## config.mk

```make
export PLATFORM = sky130hd
export DESIGN_NAME = div_ctrl
export DESIGN_NICKNAME = d
export VERILOG_FILES = /design/src/rtl/div_ctrl_pkg.sv /design/src/rtl/div_ctrl_hilo_reg.sv /design/src/rtl/div_ctrl.sv
export SDC_FILE = /design/constraint.sdc
export NUM_CORES = 1
export LEC_CHECK = 0
export CORE_MARGIN = 5
export CORE_UTILIZATION = 30
export CTS_CLUSTER_DIAMETER = 120
export CTS_CLUSTER_SIZE = 8
export DETAILED_ROUTE_END_ITERATION = 6
export GPL_ROUTABILITY_DRIVEN = 0
export HOLD_SLACK_MARGIN = 0.02
export PLACE_DENSITY = 0.66
export RECOVER_POWER = 50
export SLEW_MARGIN = 20
export SYNTH_ARGS = -nofsm -noshare
export SYNTH_HDL_FRONTEND = slang
export SYNTH_SLANG_ARGS = --single-unit
```

## constraint.sdc

```tcl
create_clock -name clk -period 2.02 [get_ports clk]
set_clock_uncertainty 0.05 [all_clocks]
set_input_delay 0.505 -clock clk [delete_from_list [all_inputs] [get_ports clk]]
set_output_delay 0.505 -clock clk [all_outputs]
set_load 0.05 [all_outputs]
```

## src/rtl/div_ctrl_pkg.sv

```systemverilog
// Shared definitions for the DIV/DIVU sequencer in EX and its HI/LO register pair.
package div_ctrl_pkg;

    typedef enum logic [1:0] {
        DIV_IDLE   = 2'd0,
        DIV_BUSY   = 2'd1,
        DIV_FINISH = 2'd2
    } div_state_e;

    // BUSY cycles from divider load to its done pulse
    localparam int unsigned DIV_LATENCY = 34;

    localparam logic [31:0] HILO_RST = 32'h0;

endpackage

```

## src/rtl/div_ctrl_hilo_reg.sv

```systemverilog
// Architectural HI/LO pair; a divide commit outranks MTHI/MTLO writes on the same cycle.
import div_ctrl_pkg::*;

module div_ctrl_hilo_reg #(
    parameter int unsigned      WIDTH   = 32,
    parameter logic [WIDTH-1:0] RST_VAL = HILO_RST
) (
    input  logic             clk,
    input  logic             rst,
    input  logic             commit,
    input  logic [WIDTH-1:0] quotient,
    input  logic [WIDTH-1:0] remainder,
    input  logic             hi_we,
    input  logic             lo_we,
    input  logic [WIDTH-1:0] wdata,
    output logic [WIDTH-1:0] hi_o,
    output logic [WIDTH-1:0] lo_o
);

    logic [WIDTH-1:0] hi_q, hi_d;
    logic [WIDTH-1:0] lo_q, lo_d;

    // The DIV in EX is younger than any mover further down the pipe, so it wins.
    always_comb begin
        hi_d = hi_q;
        lo_d = lo_q;
        if (commit) begin
            hi_d = remainder;
            lo_d = quotient;
        end else begin
            if (hi_we) hi_d = wdata;
            if (lo_we) lo_d = wdata;
        end
    end

    always_ff @(posedge clk) begin
        if (rst) begin
            hi_q <= RST_VAL;
            lo_q <= RST_VAL;
        end else begin
            hi_q <= hi_d;
            lo_q <= lo_d;
        end
    end

    assign hi_o = hi_q;
    assign lo_o = lo_q;

endmodule

```

## src/rtl/div_ctrl.sv

```systemverilog
// EX-stage sequencer for DIV/DIVU: latches operands, drives the external iterative divider,
// stalls the pipe until done and commits quotient/remainder into HI/LO.
import div_ctrl_pkg::*;

module div_ctrl #(
    parameter int unsigned      WIDTH    = 32,
    parameter logic [WIDTH-1:0] HILO_RST = div_ctrl_pkg::HILO_RST
) (
    input  logic             clk,
    input  logic             rst,
    input  logic             div_req,
    input  logic             div_signed,
    input  logic [WIDTH-1:0] op_a,
    input  logic [WIDTH-1:0] op_b,
    input  logic             flush,
    input  logic             pipe_stall,
    output logic             stall_req,
    output logic             div_start,
    output logic             div_sign,
    output logic [WIDTH-1:0] div_a,
    output logic [WIDTH-1:0] div_b,
    input  logic [WIDTH-1:0] div_quotient,
    input  logic [WIDTH-1:0] div_remainder,
    input  logic             div_done,
    input  logic             hi_we,
    input  logic             lo_we,
    input  logic [WIDTH-1:0] hilo_wdata,
    output logic [WIDTH-1:0] hi_o,
    output logic [WIDTH-1:0] lo_o
);

    div_state_e       state_q, state_d;
    logic [WIDTH-1:0] a_q, a_d;
    logic [WIDTH-1:0] b_q, b_d;
    logic             sign_q, sign_d;
    logic             commit;

    always_comb begin
        state_d   = state_q;
        a_d       = a_q;
        b_d       = b_q;
        sign_d    = sign_q;
        stall_req = 1'b0;
        div_start = 1'b0;
        commit    = 1'b0;
        unique case (state_q)
            DIV_IDLE: begin
                // done is ignored here so a stale pulse after an abort never commits
                if (div_req && !flush) begin
                    stall_req = 1'b1;
                    a_d       = op_a;
                    b_d       = op_b;
                    sign_d    = div_signed;
                    state_d   = DIV_BUSY;
                end
            end
            DIV_BUSY: begin
                stall_req = 1'b1;
                div_start = !flush;
                if (flush) begin
                    state_d = DIV_IDLE;
                end else if (div_done) begin
                    commit  = 1'b1;
                    state_d = DIV_FINISH;
                end
            end
            DIV_FINISH: begin
                // div_req is still the same instruction while the pipe is frozen
                if (flush || !pipe_stall) state_d = DIV_IDLE;
            end
            default: state_d = DIV_IDLE;
        endcase
    end

    always_ff @(posedge clk) begin
        if (rst) begin
            state_q <= DIV_IDLE;
            a_q     <= '0;
            b_q     <= '0;
            sign_q  <= 1'b0;
        end else begin
            state_q <= state_d;
            a_q     <= a_d;
            b_q     <= b_d;
            sign_q  <= sign_d;
        end
    end

    assign div_a    = a_q;
    assign div_b    = b_q;
    assign div_sign = sign_q;

    div_ctrl_hilo_reg #(
        .WIDTH  (WIDTH),
        .RST_VAL(HILO_RST)
    ) u_hilo_reg (
        .clk      (clk),
        .rst      (rst),
        .commit   (commit),
        .quotient (div_quotient),
        .remainder(div_remainder),
        .hi_we    (hi_we),
        .lo_we    (lo_we),
        .wdata    (hilo_wdata),
        .hi_o     (hi_o),
        .lo_o     (lo_o)
    );

endmodule

```

==> results of run 1 <==
-- worst min path at each step --
stage / from / endpoint / slack, ns / depth (start not counted)
after floorplan: state_q[1]$_SDFFE_PP0P_ / state_q[1]$_SDFFE_PP0P_ / 0.46 / 2
after global placement: div_b[18]$_SDFFE_PP0P_ / div_b[18]$_SDFFE_PP0P_ / 0.39 / 2
after detailed placement: div_b[16]$_SDFFE_PP0P_ / div_b[16]$_SDFFE_PP0P_ / 0.40 / 2
after CTS: div_b[16]$_SDFFE_PP0P_ / div_b[16]$_SDFFE_PP0P_ / 0.40 / 2
after global routing: div_a[5]$_SDFFE_PP0P_ / div_a[5]$_SDFFE_PP0P_ / 0.42 / 2
final: div_b[1]$_SDFFE_PP0P_ / div_b[1]$_SDFFE_PP0P_ / 0.40 / 2
-- what timing repair did --
item,4_1_cts,5_1_grt
gates resized for setup,5,2
pin swaps,1,0
endpoints found under the setup margin,4,2
-- critical path, cell delays in order --
cell	delay (ns)
clkdlybuf4s50_1	0.50
a21oi_1	0.09
nor2_2	0.15
buf_12	0.15
-- metrics by stage --
step                area (um2)   util  setup WS [ns]  hold WS (ns)  cells
floorplan                 5150      -          0.228         0.460    582
global placement          8110  0.486         -0.195         0.391   1068
detailed placement        8110  0.486         -0.222         0.398   1068
CTS                       8690  0.520         0.0172         0.404   1100
global route              8390  0.503         0.0192         0.423   1100
finish                    8390  0.503         0.0687         0.401   1100
-- report_power, final --
| part | switching (mW) | total (mW) | internal [mW] |
|---|---|---|---|
| Sequential | 0.0769 | 2.81 | 2.74 |
| Combinational | 0.900 | 1.49 | 0.589 |
| Clock | 1.18 | 2.97 | 1.79 |
| Total | 2.16 | 7.27 | 5.12 |
-- state kept, by name, indices dropped and copies added (netlist names) --
name	flops
div_b	32
div_a	32
div_sign	1
u_hilo_reg.lo_o	32
state_q	2
u_hilo_reg.hi_o	32
-- cell usage after synthesis --
master,instances,area [um2]
a21oi_1,67,335
or4b_1,1,10.0
dfxtp_1,131,2620
nor2_1,66,248
nand3b_1,2,15.0
buf_1,2,7.51
clkbuf_1,24,90.1
nand2b_1,1,6.26
or3_1,1,6.26
buf_4,6,45.0
nand4bb_1,1,11.3
buf_2,15,75.1
mux2i_1,64,641
a211oi_1,65,488
nor4b_1,1,8.76
inv_1,1,3.75
buf_6,4,45.0
nand2_1,130,488
-- placed cells by master (no fill, tap or decap) --
cell             synthesis  layout
clkdlybuf4s50_1          0     163
nand2_1                130     130
dfxtp_1                131     130
clkbuf_1                24      73
a21oi_1                 67      67
nor2_1                  66      65
a211oi_1                65      65
mux2i_1                 64      64
buf_4                    6      62
clkbuf_16                0      17
buf_12                   0      10
clkinvlp_4               0       5
dlygate4sd2_1            0       4
clkbuf_8                 0       3
nand3b_1                 2       2
clkinv_4                 0       2
clkinv_2                 0       2
buf_2                   15       2
buf_6                    4       2
nand2b_1                 1       1
inv_1                    1       1
nor2_2                   0       1
nor4b_2                  0       1
or4b_2                   0       1
nand4bb_1                1       1
or3_1                    1       1
bufinv_16                0       1
inv_6                    0       1
dlygate4sd3_1            0       1
clkbuf_2                 0       1
dfxtp_2                  0       1
-- layer usage --
metal  routed length [um]  GRT usage
met1                 7380      0.206
met2                 8650      0.290
met3                 1330     0.0633
met4                  467     0.0576
met5                    0          0
-- final cells by class --
| type | count | area share |
|---|---|---|
| clock buffer | 21 | 0.0561 |
| clock inverter | 11 | 0.0124 |
| inverter | 1 | 0.000447 |
| multi-input combinational | 399 | 0.270 |
| sequential | 131 | 0.313 |
| tap | 220 | 0.0328 |
| timing repair buffer | 317 | 0.316 |
-- cells by family (layout without fill, tap and decap cells) --
kind of cell | count (synthesis) | after routing | synth area share
buf+inv | 52 | 350 | 0.0518
compound gates | 132 | 132 | 0.160
mux | 64 | 64 | 0.124
simple gates | 203 | 203 | 0.154
flops | 131 | 131 | 0.510
==> flow_summary.toml, run 1 <==
[critical_path]
rr_worst_depth = 4
end_kind = "output port"
critical_path_class = "input port to output port"
critPathRequiredTime_ns = 1.46
arrival_ns = 1.40
cp-start-kind = "input port"
worst-path-max-fanout = 3
startpoint = "div_req"
r2r_slack_ns = 0.32
reg2reg_to = "div_b[14]$_SDFFE_PP0P_"
regToRegStartpoint = "state_q[1]$_SDFFE_PP0P_"
worstSetupEndpoint = "stall_req"

[logic_synthesis]
syn_area_mm2 = 0.00515
synth.distinct_cells = 18
ys_ff_latch = 131
syn_avg_cell_area_um2 = 8.84
syn_nets = 751
syn_inst = 582
ys_warn_count = 0
yosysSeqAreaShare = 0.510

[global_routing]
grt_max_degree = 60
grt_pass1_vias = 5055
grt_use_total = 0.173
grt_antenna_before_repair = 0
grt-ovfl-total = 0
grt_pass1_wl_um = 27400

[power]
power_leakage_nw = 3.37
power_mw = 7.27
powerDensity_mw_per_mm2 = 867
peakVddDrop_uv = 574

[clocking]
cts_tree = "built"
postCtsSetupRepairBufs = 0
clockBufferDepth = 2
numCtsBuffers = 17
ctsHoldBuffers = 0
h-tree-depth = 4
path_clk_slew_ns = 0.06
clock_latency_ns = 0.42
cts_root_buf = "clkbuf_16"
cts_sinks = 131

[detailed_routing]
ant_nets = 0
vias = 5084
drc = 0
routed_wl_um = 17800
wl_per_cell_um = 16.2
via_per_inst = 4.62
drt_first_pass_iters = 5
drt_iter0_markers = 201

[cells_and_area]
nets = 1036
drive_gt1_frac = 0.127
regArea_mm2 = 0.00262
antenna_cells = 0
multi_input_area_mm2 = 0.00227
areaGrowthSynthToFinish_pct = 63.1
nFillCells = 1695

[floorplanning]
fp.dieH_um = 141
chipWidth_um = 141
coreArea_mm2 = 0.0167
fp-row-count = 47
start_util = 0.308
dieArea_mm2 = 0.0199
ioPinCount = 300

[timing]
setup_tns_ns = 0
drv_slew = 0
finalHoldViolCount = 0
setup_viol = 0
rsz0062_at_grt = "no"
fmax_ghz = 0.512
slew_headroom = 0.554
fin_crit_sh = 0.966
tightest_slew_ns = 0.672
finalCriticalPeriod_ns = 1.95

[placed_design]
portBuffers = 299
dpl.hpwl_um = 12800

[flow_run]
cap_violations = 0

[status]
status = "complete, no violations"

[hold_path]
hold_path_class = "register to register"
Power figures use the tool's default switching activity.
==> inputs of run 2 (changes only) <==
Settings changed: TNS_END_PERCENT set to 100.
==> results of run 2 <==
Same layout as run 1: the final DEF is identical, and so are final timing and power.
==> inputs of run 3 (changes only) <==
Settings changed: SETUP_SLACK_MARGIN set to 0.15.
==> flow_summary.toml, run 3 (synthesized netlist as in run 1, its figures left out) <==
[global_routing]
grt-ovfl-total = 0
grt_use_total = 0.174
grt_max_degree = 60
grt_pass1_vias = 5064
grt_antenna_before_repair = 1
grt_pass1_wl_um = 27500

[hold_path]
hold_depth = 2
hold_path_class = "register to register"
worstHoldStart = "div_b[1]$_SDFFE_PP0P_"
holdPathEnd = "div_b[1]$_SDFFE_PP0P_"

[critical_path]
crit_cells = 1
worstPathCellList = "clkbuf_1"
rr_worst_depth = 4
regToRegStartpoint = "state_q[1]$_SDFFE_PP0P_"
critPathRequiredTime_ns = 1.46
critPathTopFamily = "buffers and inverters"
cp-start-kind = "register"
worst-path-max-fanout = 2
critical_path_class = "register to output port"
slowest_stage = "clkbuf_1"
path_buf_inv = 1
end_kind = "output port"
reg2reg_to = "div_b[14]$_SDFFE_PP0P_"
critPathMaxStageDelay_ns = 0.52
r2r_slack_ns = 0.34
arrival_ns = 1.26

[floorplanning]
start_util = 0.308
chipWidth_um = 141
ioPinCount = 300
coreArea_mm2 = 0.0167
fp-row-count = 47
dieArea_mm2 = 0.0199
fp.dieH_um = 141

[cells_and_area]
areaGrowthSynthToFinish_pct = 63.7
final_cells = 1103
nFillCells = 1691
layout_commonest_cell = "clkdlybuf4s50_1"
final_core_util = 0.504
nets = 1038
drive_gt1_frac = 0.132
layout_common_cells = "162 x clkdlybuf4s50_1, 130 x nand2_1, 129 x dfxtp_1, 73 x clkbuf_1, 67 x a21oi_1"

[detailed_routing]
drt_iter0_markers = 186
ant_nets = 0
via_per_inst = 4.63
vias = 5108
wl_per_cell_um = 16.2
drc = 0
drt_first_pass_iters = 5
routed_wl_um = 17900

[timing]
setup_viol = 0
tightest_slew_ns = 0.672
slew_headroom = 0.554
finalCriticalPeriod_ns = 1.82
fmax_ghz = 0.550
finalHoldViolCount = 0
drv_slew = 0
hold-worst-slack_ns = 0.401
rsz0062_at_grt = "no"
setup_tns_ns = 0
fin_crit_sh = 0.901

[clocking]
cts_sinks = 131
cts_root_buf = "clkbuf_16"
clock_latency_ns = 0.42
h-tree-depth = 4
clockBufferDepth = 2
numCtsBuffers = 17
ctsHoldBuffers = 0
cts_tree = "built"
path_clk_slew_ns = 0.06

[power]
power_mw = 7.28
powerDensity_mw_per_mm2 = 864
peakVddDrop_uv = 576
power_leakage_nw = 3.38

[placed_design]
dp_cells = 1068
portBuffers = 299
dpl.hpwl_um = 12800

[flow_run]
cap_violations = 0

[status]
status = "complete, no violations"
==> run 3: how the worst max path moves through the flow <==
stage | startpoint | end | slack (ns)
2_1_floorplan | flush | stall_req | 0.23
3_3_place_gp | div_req | div_b[20]$_SDFFE_PP0P_ | -0.19
3_5_place_dp | div_req | div_b[14]$_SDFFE_PP0P_ | -0.22
4_1_cts | state_q[1]$_SDFFE_PP0P_ | div_start | 0.18
5_1_grt | div_done | u_hilo_reg.hi_o[2]$_SDFFE_PP0P_ | 0.12
6_report | u_hilo_reg.lo_o[16]$_SDFFE_PP0P_ | lo_o[16] | 0.20
==> run 3: final cells by class <==
cell class                 count  area [um2]  share of cell area
clock inverter                11         104              0.0123
sequential                   131        2630               0.312
clock buffer                  21         470              0.0558
inverter                       1        3.75            0.000446
antenna                        1        2.50            0.000297
tap                          220         275              0.0327
multi-input combinational    399        2270               0.269
timing repair buffer         319        2680               0.318
==> run 3: power breakdown <==
group	leakage, nW	switching [mW]	internal (mW)
sequential	1.08	0.0770	2.74
combinational	2.04	0.901	0.592
clock	0.268	1.18	1.79
total	3.38	2.16	5.12
==> run 3: metrics by stage <==
| stage | setup slack, ns | area, um2 |
|---|---|---|
| floorplan | 0.228 | 5150 |
| global placement | -0.195 | 8110 |
| detailed placement | -0.222 | 8110 |
| CTS | 0.176 | 8710 |
| global route | 0.115 | 8420 |
| finish | 0.200 | 8420 |
==> run 3: routing by layer <==
| metal | vias to the layer above | global-route usage | part of all wire |
|---|---|---|---|
| li1 | 2572 | - | - |
| met1 | 2327 | 0.206 | 0.41 |
| met2 | 176 | 0.291 | 0.49 |
| met3 | 33 | 0.0633 | 0.074 |
| met4 | 0 | 0.0576 | 0.025 |
| met5 | - | 0 | 0 |
==> run 3: repair_timing <==
| action | 4_1_cts | 5_1_grt |
|---|---|---|
| buffers inserted | 2 | 0 |
| pin swaps | 1 | 0 |
| resized for setup | 9 | 3 |
| endpoints found under the setup margin | 5 | 3 |
